===== config.mk =====
export PLATFORM = sky130hd
export DESIGN_NAME = computer_4bit_loader_flat
export DESIGN_NICKNAME = d
export VERILOG_FILES = /design/src/rtl/computer_4bit_loader_pkg.sv /design/src/rtl/computer_4bit_loader_if.sv /design/src/rtl/computer_4bit_loader_run_timer.sv /design/src/rtl/computer_4bit_loader.sv /design/src/flat_wrapper.sv
export SDC_FILE = /design/constraint.sdc
export NUM_CORES = 1
export LEC_CHECK = 0
export ABC_CLOCK_PERIOD_IN_PS = 4600
export CORE_MARGIN = 4
export CORE_UTILIZATION = 51
export DETAILED_ROUTE_END_ITERATION = 8
export PLACE_DENSITY = 0.84
export SLEW_MARGIN = 25
export SYNTH_ARGS = -nofsm -noshare
export SYNTH_HDL_FRONTEND = slang
export SYNTH_SLANG_ARGS = --single-unit

===== constraint.sdc =====
create_clock -name clk -period 4.6 [get_ports clk]
set_input_delay 1.15 -clock clk [delete_from_list [all_inputs] [get_ports clk]]
set_output_delay 1.15 -clock clk [all_outputs]
set_load 0.01 [all_outputs]

===== src/rtl/computer_4bit_loader_pkg.sv =====
// Shared definitions for the 4-bit computer and the tools around it.
// Contents: loader FSM state encoding, bus widths and the HLT opcode used
// by image builders and benches.
package computer_4bit_pkg;

    localparam int unsigned ADDR_W = 4;
    localparam int unsigned INS_W  = 8;
    localparam int unsigned DATA_W = 4;

    localparam logic [INS_W-1:0] HLT_OP = 8'h0F;

    typedef enum logic [2:0] {
        ST_IDLE,
        ST_LOAD,
        ST_HOLD,
        ST_RUN,
        ST_DONE
    } state_t;

endpackage


===== src/rtl/computer_4bit_loader_if.sv =====
// Image-source bus between the loader (master) and an image provider (slave).
//   img_req   : master requests the word at img_addr
//   img_addr  : image word index
//   img_valid : slave presents img_ins/img_data for img_addr
//   img_ins   : instruction byte
//   img_data  : data nibble
interface computer_4bit_loader_if;
    import computer_4bit_pkg::*;

    logic              img_req;
    logic [ADDR_W-1:0] img_addr;
    logic              img_valid;
    logic [INS_W-1:0]  img_ins;
    logic [DATA_W-1:0] img_data;

    modport master (
        output img_req,
        output img_addr,
        input  img_valid,
        input  img_ins,
        input  img_data
    );

    modport slave (
        input  img_req,
        input  img_addr,
        output img_valid,
        output img_ins,
        output img_data
    );

endinterface


===== src/rtl/computer_4bit_loader_run_timer.sv =====
// run_timer: loadable down-counter with a zero flag.
//   clk, rst   : clock, asynchronous active-low reset
//   load_i     : load load_val_i (has priority over counting)
//   load_val_i : value to load
//   en_i       : count down by one while non-zero
//   zero_o     : counter is zero
module run_timer #(
    parameter int unsigned W = 6
) (
    input  logic         clk,
    input  logic         rst,
    input  logic         load_i,
    input  logic [W-1:0] load_val_i,
    input  logic         en_i,
    output logic         zero_o
);

    logic [W-1:0] cnt_q;

    always_ff @(posedge clk or negedge rst) begin
        if (!rst) begin
            cnt_q <= '0;
        end else if (load_i) begin
            cnt_q <= load_val_i;
        end else if (en_i && (cnt_q != '0)) begin
            cnt_q <= cnt_q - W'(1);
        end
    end

    assign zero_o = (cnt_q == '0);

endmodule


===== src/rtl/computer_4bit_loader.sv =====
// computer_4bit_loader: streams an image into the 4-bit computer while it is
// held in load mode, then releases it for RUN_CYCLES clocks and captures the
// output nibble and flags.
//   clk, rst                          : clock, asynchronous active-low reset
//   start, abort, n_words             : job control
//   img (master)                      : image-source request bus
//   cpu_rst, cpu_ins_address, cpu_ins, cpu_d_in : computer load/run ports
//   cpu_d_out, cpu_zf, cpu_cf         : computer outputs
//   busy, done, err                   : job status (err is a 1-cycle pulse)
//   result, result_zf, result_cf      : captured computer outputs
module computer_4bit_loader
    import computer_4bit_pkg::*;
#(
    parameter int unsigned DEPTH      = 16,
    parameter int unsigned RUN_CYCLES = 32
) (
    input  logic                  clk,
    input  logic                  rst,
    input  logic                  start,
    input  logic                  abort,
    input  logic [4:0]            n_words,
    computer_4bit_loader_if.master img,
    output logic                  cpu_rst,
    output logic [ADDR_W-1:0]     cpu_ins_address,
    output logic [INS_W-1:0]      cpu_ins,
    output logic [DATA_W-1:0]     cpu_d_in,
    input  logic [DATA_W-1:0]     cpu_d_out,
    input  logic                  cpu_zf,
    input  logic                  cpu_cf,
    output logic                  busy,
    output logic                  done,
    output logic                  err,
    output logic [DATA_W-1:0]     result,
    output logic                  result_zf,
    output logic                  result_cf
);

    localparam int unsigned TW = $clog2(RUN_CYCLES + 1);

    state_t            state_q;
    logic [4:0]        n_q;
    logic [ADDR_W-1:0] cnt_q;
    logic              img_req_q;
    logic              cpu_rst_q;
    logic [ADDR_W-1:0] cpu_addr_q;
    logic [INS_W-1:0]  cpu_ins_q;
    logic [DATA_W-1:0] cpu_din_q;
    logic              busy_q;
    logic              done_q;
    logic              err_q;
    logic [DATA_W-1:0] result_q;
    logic              result_zf_q;
    logic              result_cf_q;

    logic tmr_zero;

    // Timer is loaded on the HOLD->RUN edge so it reads RUN_CYCLES-1 in the
    // first RUN cycle; capture happens on the edge where it reads zero.
    run_timer #(.W(TW)) u_run_timer (
        .clk        (clk),
        .rst        (rst),
        .load_i     (state_q == ST_HOLD),
        .load_val_i (TW'(RUN_CYCLES - 1)),
        .en_i       (state_q == ST_RUN),
        .zero_o     (tmr_zero)
    );

    always_ff @(posedge clk or negedge rst) begin
        if (!rst) begin
            state_q     <= ST_IDLE;
            n_q         <= '0;
            cnt_q       <= '0;
            img_req_q   <= 1'b0;
            cpu_rst_q   <= 1'b1;
            cpu_addr_q  <= '0;
            cpu_ins_q   <= '0;
            cpu_din_q   <= '0;
            busy_q      <= 1'b0;
            done_q      <= 1'b0;
            err_q       <= 1'b0;
            result_q    <= '0;
            result_zf_q <= 1'b0;
            result_cf_q <= 1'b0;
        end else begin
            err_q <= 1'b0;
            if (abort) begin
                state_q   <= ST_IDLE;
                img_req_q <= 1'b0;
                cpu_rst_q <= 1'b1;
                busy_q    <= 1'b0;
                done_q    <= 1'b0;
            end else begin
                unique case (state_q)
                    ST_IDLE, ST_DONE: begin
                        if (start) begin
                            if ((n_words == 5'd0) || (32'(n_words) > DEPTH)) begin
                                err_q <= 1'b1;
                            end else begin
                                n_q       <= n_words;
                                cnt_q     <= '0;
                                img_req_q <= 1'b1;
                                busy_q    <= 1'b1;
                                done_q    <= 1'b0;
                                state_q   <= ST_LOAD;
                            end
                        end
                    end
                    ST_LOAD: begin
                        if (img_req_q && img.img_valid) begin
                            cpu_addr_q <= cnt_q;
                            cpu_ins_q  <= img.img_ins;
                            cpu_din_q  <= img.img_data;
                            if ({1'b0, cnt_q} == (n_q - 5'd1)) begin
                                img_req_q <= 1'b0;
                                state_q   <= ST_HOLD;
                            end else begin
                                cnt_q <= cnt_q + ADDR_W'(1);
                            end
                        end
                    end
                    ST_HOLD: begin
                        cpu_rst_q <= 1'b0;
                        state_q   <= ST_RUN;
                    end
                    ST_RUN: begin
                        if (tmr_zero) begin
                            result_q    <= cpu_d_out;
                            result_zf_q <= cpu_zf;
                            result_cf_q <= cpu_cf;
                            cpu_rst_q   <= 1'b1;
                            busy_q      <= 1'b0;
                            done_q      <= 1'b1;
                            state_q     <= ST_DONE;
                        end
                    end
                    default: state_q <= ST_IDLE;
                endcase
            end
        end
    end

    assign img.img_req     = img_req_q;
    assign img.img_addr    = cnt_q;
    assign cpu_rst         = cpu_rst_q;
    assign cpu_ins_address = cpu_addr_q;
    assign cpu_ins         = cpu_ins_q;
    assign cpu_d_in        = cpu_din_q;
    assign busy            = busy_q;
    assign done            = done_q;
    assign err             = err_q;
    assign result          = result_q;
    assign result_zf       = result_zf_q;
    assign result_cf       = result_cf_q;

endmodule


===== src/flat_wrapper.sv =====
// flat-port wrapper written by rule: the top's interface ports become plain ports
module computer_4bit_loader_flat import computer_4bit_pkg::*;
#(
    parameter int unsigned DEPTH      = 16,
    parameter int unsigned RUN_CYCLES = 32
)
  (clk, rst, start, abort, n_words, cpu_rst, cpu_ins_address, cpu_ins, cpu_d_in, cpu_d_out, cpu_zf, cpu_cf, busy, done, err, result, result_zf, result_cf, img_img_req, img_img_addr, img_img_valid, img_img_ins, img_img_data);
  computer_4bit_loader_if img_i ();
  input  logic clk;
  input  logic rst;
  input  logic start;
  input  logic abort;
  input  logic [4:0] n_words;
  output logic cpu_rst;
  output logic [ADDR_W-1:0] cpu_ins_address;
  output logic [INS_W-1:0] cpu_ins;
  output logic [DATA_W-1:0] cpu_d_in;
  input  logic [DATA_W-1:0] cpu_d_out;
  input  logic cpu_zf;
  input  logic cpu_cf;
  output logic busy;
  output logic done;
  output logic err;
  output logic [DATA_W-1:0] result;
  output logic result_zf;
  output logic result_cf;
  output wire logic [$bits(img_i.img_req)-1:0] img_img_req;
  output wire logic [$bits(img_i.img_addr)-1:0] img_img_addr;
  input wire logic [$bits(img_i.img_valid)-1:0] img_img_valid;
  input wire logic [$bits(img_i.img_ins)-1:0] img_img_ins;
  input wire logic [$bits(img_i.img_data)-1:0] img_img_data;
  assign img_img_req = img_i.img_req;
  assign img_img_addr = img_i.img_addr;
  assign img_i.img_valid = img_img_valid;
  assign img_i.img_ins = img_img_ins;
  assign img_i.img_data = img_img_data;
  computer_4bit_loader #(.DEPTH(DEPTH), .RUN_CYCLES(RUN_CYCLES)) u_core (.clk(clk), .rst(rst), .start(start), .abort(abort), .n_words(n_words), .img(img_i), .cpu_rst(cpu_rst), .cpu_ins_address(cpu_ins_address), .cpu_ins(cpu_ins), .cpu_d_in(cpu_d_in), .cpu_d_out(cpu_d_out), .cpu_zf(cpu_zf), .cpu_cf(cpu_cf), .busy(busy), .done(done), .err(err), .result(result), .result_zf(result_zf), .result_cf(result_cf));
endmodule

=== Word-level counts from Yosys, hierarchy flattened ===
Cells that the tools add are included.

* Word-level logic and storage cells: 90
* Input port bits: 28
* Register bits after elaboration: 45
* Output and inout bits: 31

* Equality and inequality tests: 14
* Reductions and logical operators: 21
* Multiplexer cells: 34
* $add $sub $neg: 3
* Bitwise gates (word level): 2
* Order comparisons: 1

{| class="wikitable"
|+ Operators by type and width
! kind !! count
|-
| $mux 3 || 6
|-
| $mux 1 || 16
|-
| $mux 4 || 4
|-
| $mux 6 || 2
|-
| $pmux 3 s4 || 1
|-
| $reduce_and 5->1 || 2
|-
| $ne 3x2->1 const B || 3
|-
| $reduce_bool 3->1 || 3
|-
| $pmux 1 s2 || 4
|-
| $pmux 4 s2 || 1
|-
| $reduce_and 4->1 || 2
|-
| $eq 3x2->1 const B || 2
|-
| $logic_not 6->1 || 1
|-
| $ne 2x2->1 const B || 3
|-
| $ne 3x3->1 const B || 2
|-
| $reduce_and 3->1 || 2
|-
| $reduce_and 6->1 || 1
|-
| $reduce_bool 6->1 || 1
|-
| $sub 6x1->6 const B || 1
|-
| $eq 4x5->1 || 1
|-
| $gt 5x5->1 const B || 1
|-
| $logic_not 5->1 || 1
|-
| $sub 5x1->5 const B || 1
|-
| $add 4x1->4 const B || 1
|-
| other kinds (10) || 13
|}

=== Longest topological paths before layout ===
* Depth in word-level cells: 6
* Depth in mapped cells: 8
* Mapped depth without buffers: 7

=== Cells and area by module ===
A second synthesis with hierarchy kept.

* Cell total of the unflattened synthesis: 194
* Area, all modules: 2202.1 µm²

{| class="wikitable"
|+ Modules (own cells, without submodules)
! module !! sequential area each (µm²) !! instances !! cells each !! area each (µm²)
|-
| computer_4bit_loader || 977.2 || 1 || 150 || 1806.7
|-
| run_timer || 150.1 || 1 || 44 || 395.4
|}

=== Worst setup path after synthesis ===
No wires, ideal clock.

* Kind: input to register
* Start point: input port n_words[1]
* End point: register u_core.n_q[0]
* Cell stages on the path: 6
* Slack: 1.940 ns
* Data arrival time: 2.535 ns
* Required time: 4.475 ns
* Path buffers: 1
* Library setup time: 0.125 ns
* Cells stage by stage: nor4_1 -> xnor2_1 -> nand3_1 -> or2_2 -> clkbuf_1 -> mux2_2

* Cells in the longest elaborated chain, start to end: 4
* Elaborated cells between the ends (all ways): 5
* Classes of those cells: 1 x order compare; 1 x bitwise; 3 x reduce/logical

{| class="wikitable"
|+ RTL lines
! item !! RTL line !! RTL
|-
| start: declaration || flat_wrapper.sv:13 || <nowiki>input logic [4:0] n_words;</nowiki>
|-
| $gt 5x5->1 / $logic_not 5->1 (equally long branches) || computer_4bit_loader.sv:96 || <nowiki>if ((n_words == 5'd0) || (32'(n_words) > DEPTH)) begin</nowiki>
|-
| $logic_or 1x1->1 (*) || computer_4bit_loader.sv:96 ||
|-
| $not 1->1 (no source line) (*) || - ||
|-
| $reduce_and 4->1 (no source line) (*) || - ||
|-
| end signal: assignment || computer_4bit_loader.sv:99 || <nowiki>n_q <= n_words;</nowiki>
|-
| end: declaration || computer_4bit_loader.sv:41 || <nowiki>logic [4:0] n_q;</nowiki>
|}

Every way passes the cells marked *; elsewhere a longest branch is shown, timed or not.
A chain may end at the register's enable or synchronous reset.

=== Worst setup path after layout ===
* Start point: input port n_words[1]
* End point: register u_core.n_q[3]

The elaborated chain is that of the path after synthesis.

==> flow_metrics.py <==
metrics = {
    "global_routing": {
        "overflow": 0,
        "grtUsageTotal_pct": 18.1,
        "grt_antenna_before_repair": 0,
        "grt_max_degree": 46,
        "grt_pass1_wl_um": 7380,
        "first_global_vias": 1594,
    },
    "floorplan": {
        "ios": 59,
        "die_y_um": 72.9,
        "start_util_pct": 53.3,
        "die_w_um": 72.9,
        "num_rows": 23,
        "design.core.area_mm2": 0.00403,
        "dieArea_mm2": 0.00531,
    },
    "route": {
        "wl_met2_um": 1980,
        "drt_iter0_markers": 51,
        "vias_per_cell": 5.45,
        "wl_um": 4380,
        "drtPass1Iterations": 4,
        "wl_per_cell_um": 15.0,
        "vias": 1592,
        "remaining_drc_errors": 0,
        "ant_nets": 0,
        "wl_met1_um": 1950,
        "top_layer_used": "met4",
        "dr_wl_met3_um": 378,
    },
    "cells_and_area": {
        "nFillCells": 304,
        "multiInputGateArea_um2": 945,
        "seqCellArea_mm2": 0.00113,
        "finish.instance_area_mm2": 0.00284,
        "antenna_cells": 0,
        "syn_to_final_growth_pct": 32.2,
        "finalNetCount": 273,
        "drive_gt1_share_pct": 16.1,
    },
    "clock_network": {
        "cts_sinks": 45,
        "clockBufferDepth": 2,
        "path_clk_slew_ps": 80,
        "cts_buffers": 5,
        "clockRootBuffer": "clkbuf_8",
        "post_cts_resized": 0,
        "cts_tree": "yes",
        "hold_buffers": 0,
        "cts_setup_buffers": 0,
        "clkLatencyLatePin_ps": 300,
        "htreeDepth": 2,
    },
    "synth": {
        "netlist_instances": 184,
        "avgSynthCellArea_um2": 11.7,
        "synth_area_mm2": 0.00215,
        "synthArstFlopShare_pct": 100,
        "ys_seq_elements": 45,
        "synth_edf_count": 0,
        "yosysWarningCount": 0,
        "syn-num-nets": 216,
        "ys_types": 50,
        "synth_ff_type": "dfrtp_1",
        "seq_area_frac_synth_pct": 52.5,
    },
    "power": {
        "power_leakage_nw": 1.21,
        "powerDensity_mw_per_mm2": 388,
        "vdd_drop_max_mv": 0.252,
    },
    "sta": {
        "fin_skew_ps": 6.20,
        "hold_viol": 0,
        "max_freq_mhz": 340,
        "fin_crit_sh_pct": 64.0,
        "tightest_slew_ps": 745,
        "setup_tns_ps": 0,
        "slew_headroom_pct": 50.2,
        "post-route-min-period_ps": 2940,
        "rsz0062_at_grt": "no",
        "setup_violations": 0,
        "maxSlewViolCount": 0,
    },
    "worst_hold_path": {
        "hold_class": "reg -> reg",
    },
    "setup_path": {
        "slowest_stage": "nor4_1",
        "cp.required_ps": 4780,
        "slowest_delay_ps": 420,
        "cp-start-kind": "primary input",
        "cp-end-kind": "register",
        "worstPathArrival_ps": 3120,
        "worstPathMaxFanout": 6,
        "crit_chain": "clkdlybuf4s50_1, nor4_1, xnor2_1, nand3_1, or2_2, mux2_2",
        "crit_type": "in -> reg",
    },
    "place": {
        "port_buffers": 58,
        "post-dp-hpwl_um": 3160,
        "dpl-instance-area_mm2": 0.00274,
        "place_congestion": 0.816,
    },
    "job": {
        "cap_violations": 0,
    },
    "outcome": {
        "status": "finished clean",
    },
}
==> state kept, by name, summed over array words and instances, names as in the netlist <==
name	count
u_core.cpu_ins	8
u_core.n_q	5
u_core.result	4
u_core.img.img_addr	4
u_core.result_zf	1
u_core.u_run_timer.cnt_q	6
u_core.cpu_ins_address	4
u_core.state_q	3
u_core.cpu_d_in	4
u_core.img.img_req	1
u_core.done	1
u_core.busy	1
u_core.cpu_rst	1
u_core.err	1
u_core.result_cf	1
==> layer usage <==
metal	global-route usage, %	vias to the layer above
met1	23.1	770
li1	-	768
met2	27.3	44
met5	0	-
met3	8.26	10
met4	5.94	0
==> metrics by stage <==
stage               instances  total power, W  hold WS, ps  util, %  setup WS (ps)
global route              292         0.00117          503     70.5           1500
finish                    292         0.00110          492     70.5           1660
detailed placement        284        0.000846          478     67.9           1330
global placement          284        0.000835          464     67.9           1410
floorplan                 184        0.000693          499        -           1940
CTS                       292         0.00111          498     70.4           1630
==> synth_stat cells, drive strengths merged, types with 2 or more instances <==
cell type  instances  share of area, %
dfrtp             44                51
mux2              24                13
nand2             17               3.0
xnor2              9               3.7
a21oi              8               1.9
inv                7               1.2
buf                6               2.0
nor2               6               1.4
o21ai              6               1.4
nand3              5               1.2
nor3               5               1.6
ha                 4               2.3
and2               3              0.93
a211oi             2              0.70
a22oi              2              0.70
and3               2              0.58
and4bb             2               1.2
clkbuf             2              0.35
nand2b             2              0.58
nand3b             2              0.70
nand4              2              0.58
nor4               2              0.87
o211ai             2              0.70
==> cell type report <==
cell class                      instances  area share, %
Inverter                                7          0.925
Tap cell                               50           2.20
Timing Repair Buffer                   58           20.4
Multi-Input combinational cell        124           33.3
Sequential cell                        45           39.7
Clock inverter                          1          0.176
Clock buffer                            7           3.39
==> path summary, 6_finish.rpt <==
| check | startpoint | end | slack (ps) | cells after the start |
|---|---|---|---|---|
| setup / recovery | n_words[1] | u_core.n_q[3] | 1660 | 6 |
| hold / removal | u_core.cpu_ins_address[1] | u_core.cpu_ins_address[1] | 490 | 2 |
| setup reg to reg | u_core.state_q[2] | u_core.cpu_d_in[2] | 2390 | 4 |
| hold reg to reg | u_core.cpu_ins_address[1] | u_core.cpu_ins_address[1] | 490 | 2 |
| max in group asynchronous | rst | u_core.n_q[0] | 3370 | 1 |
| min in group asynchronous | rst | u_core.cpu_ins[0] | 840 | 1 |
==> cell usage in the layout, fill, tap and decap left out, drive strengths merged, types with 2 or more instances in the layout <==
cell and count:
a211oi 2, a21oi 8, a22oi 2, and2 3, and3 2, and4bb 2, clkbuf 7, clkdlybuf4s50 57
dfrtp 44, ha 4, inv 7, mux2 24, nand2 17, nand2b 2, nand3 5, nand3b 2
nand4 2, nor2 6, nor3 5, nor4 2, o211ai 2, o21ai 6, xnor2 9
==> logic make-up (layout without fill, tap and decap cells) <==
kind of cell / count (synthesis) / in the layout / synth area share, %
muxes: 25 / 25 / 13.0
DFF: 45 / 45 / 52.5
xor gates and xnor gates: 10 / 10 / 4.08
buffers and inverters: 15 / 73 / 3.55
adders and majority gates: 4 / 4 / 2.33
and+or+nand+nor: 54 / 54 / 14.6
AOI/OAI and AO/OA: 31 / 31 / 9.90
==> worst max-delay path, delay by kind of cell <==
kind / cells / cell delay (ps)
and+or+nand+nor: 3 / 1060
buffers and inverters: 1 / 410
muxes: 1 / 290
xor gates and xnor gates: 1 / 220
==> power breakdown <==
part / switching [W] / internal, W
sequential: 0.0000606 / 0.000458
combinational: 0.000136 / 0.000183
clock: 0.000128 / 0.000136
Note: power is estimated with default switching activity, not from simulation.
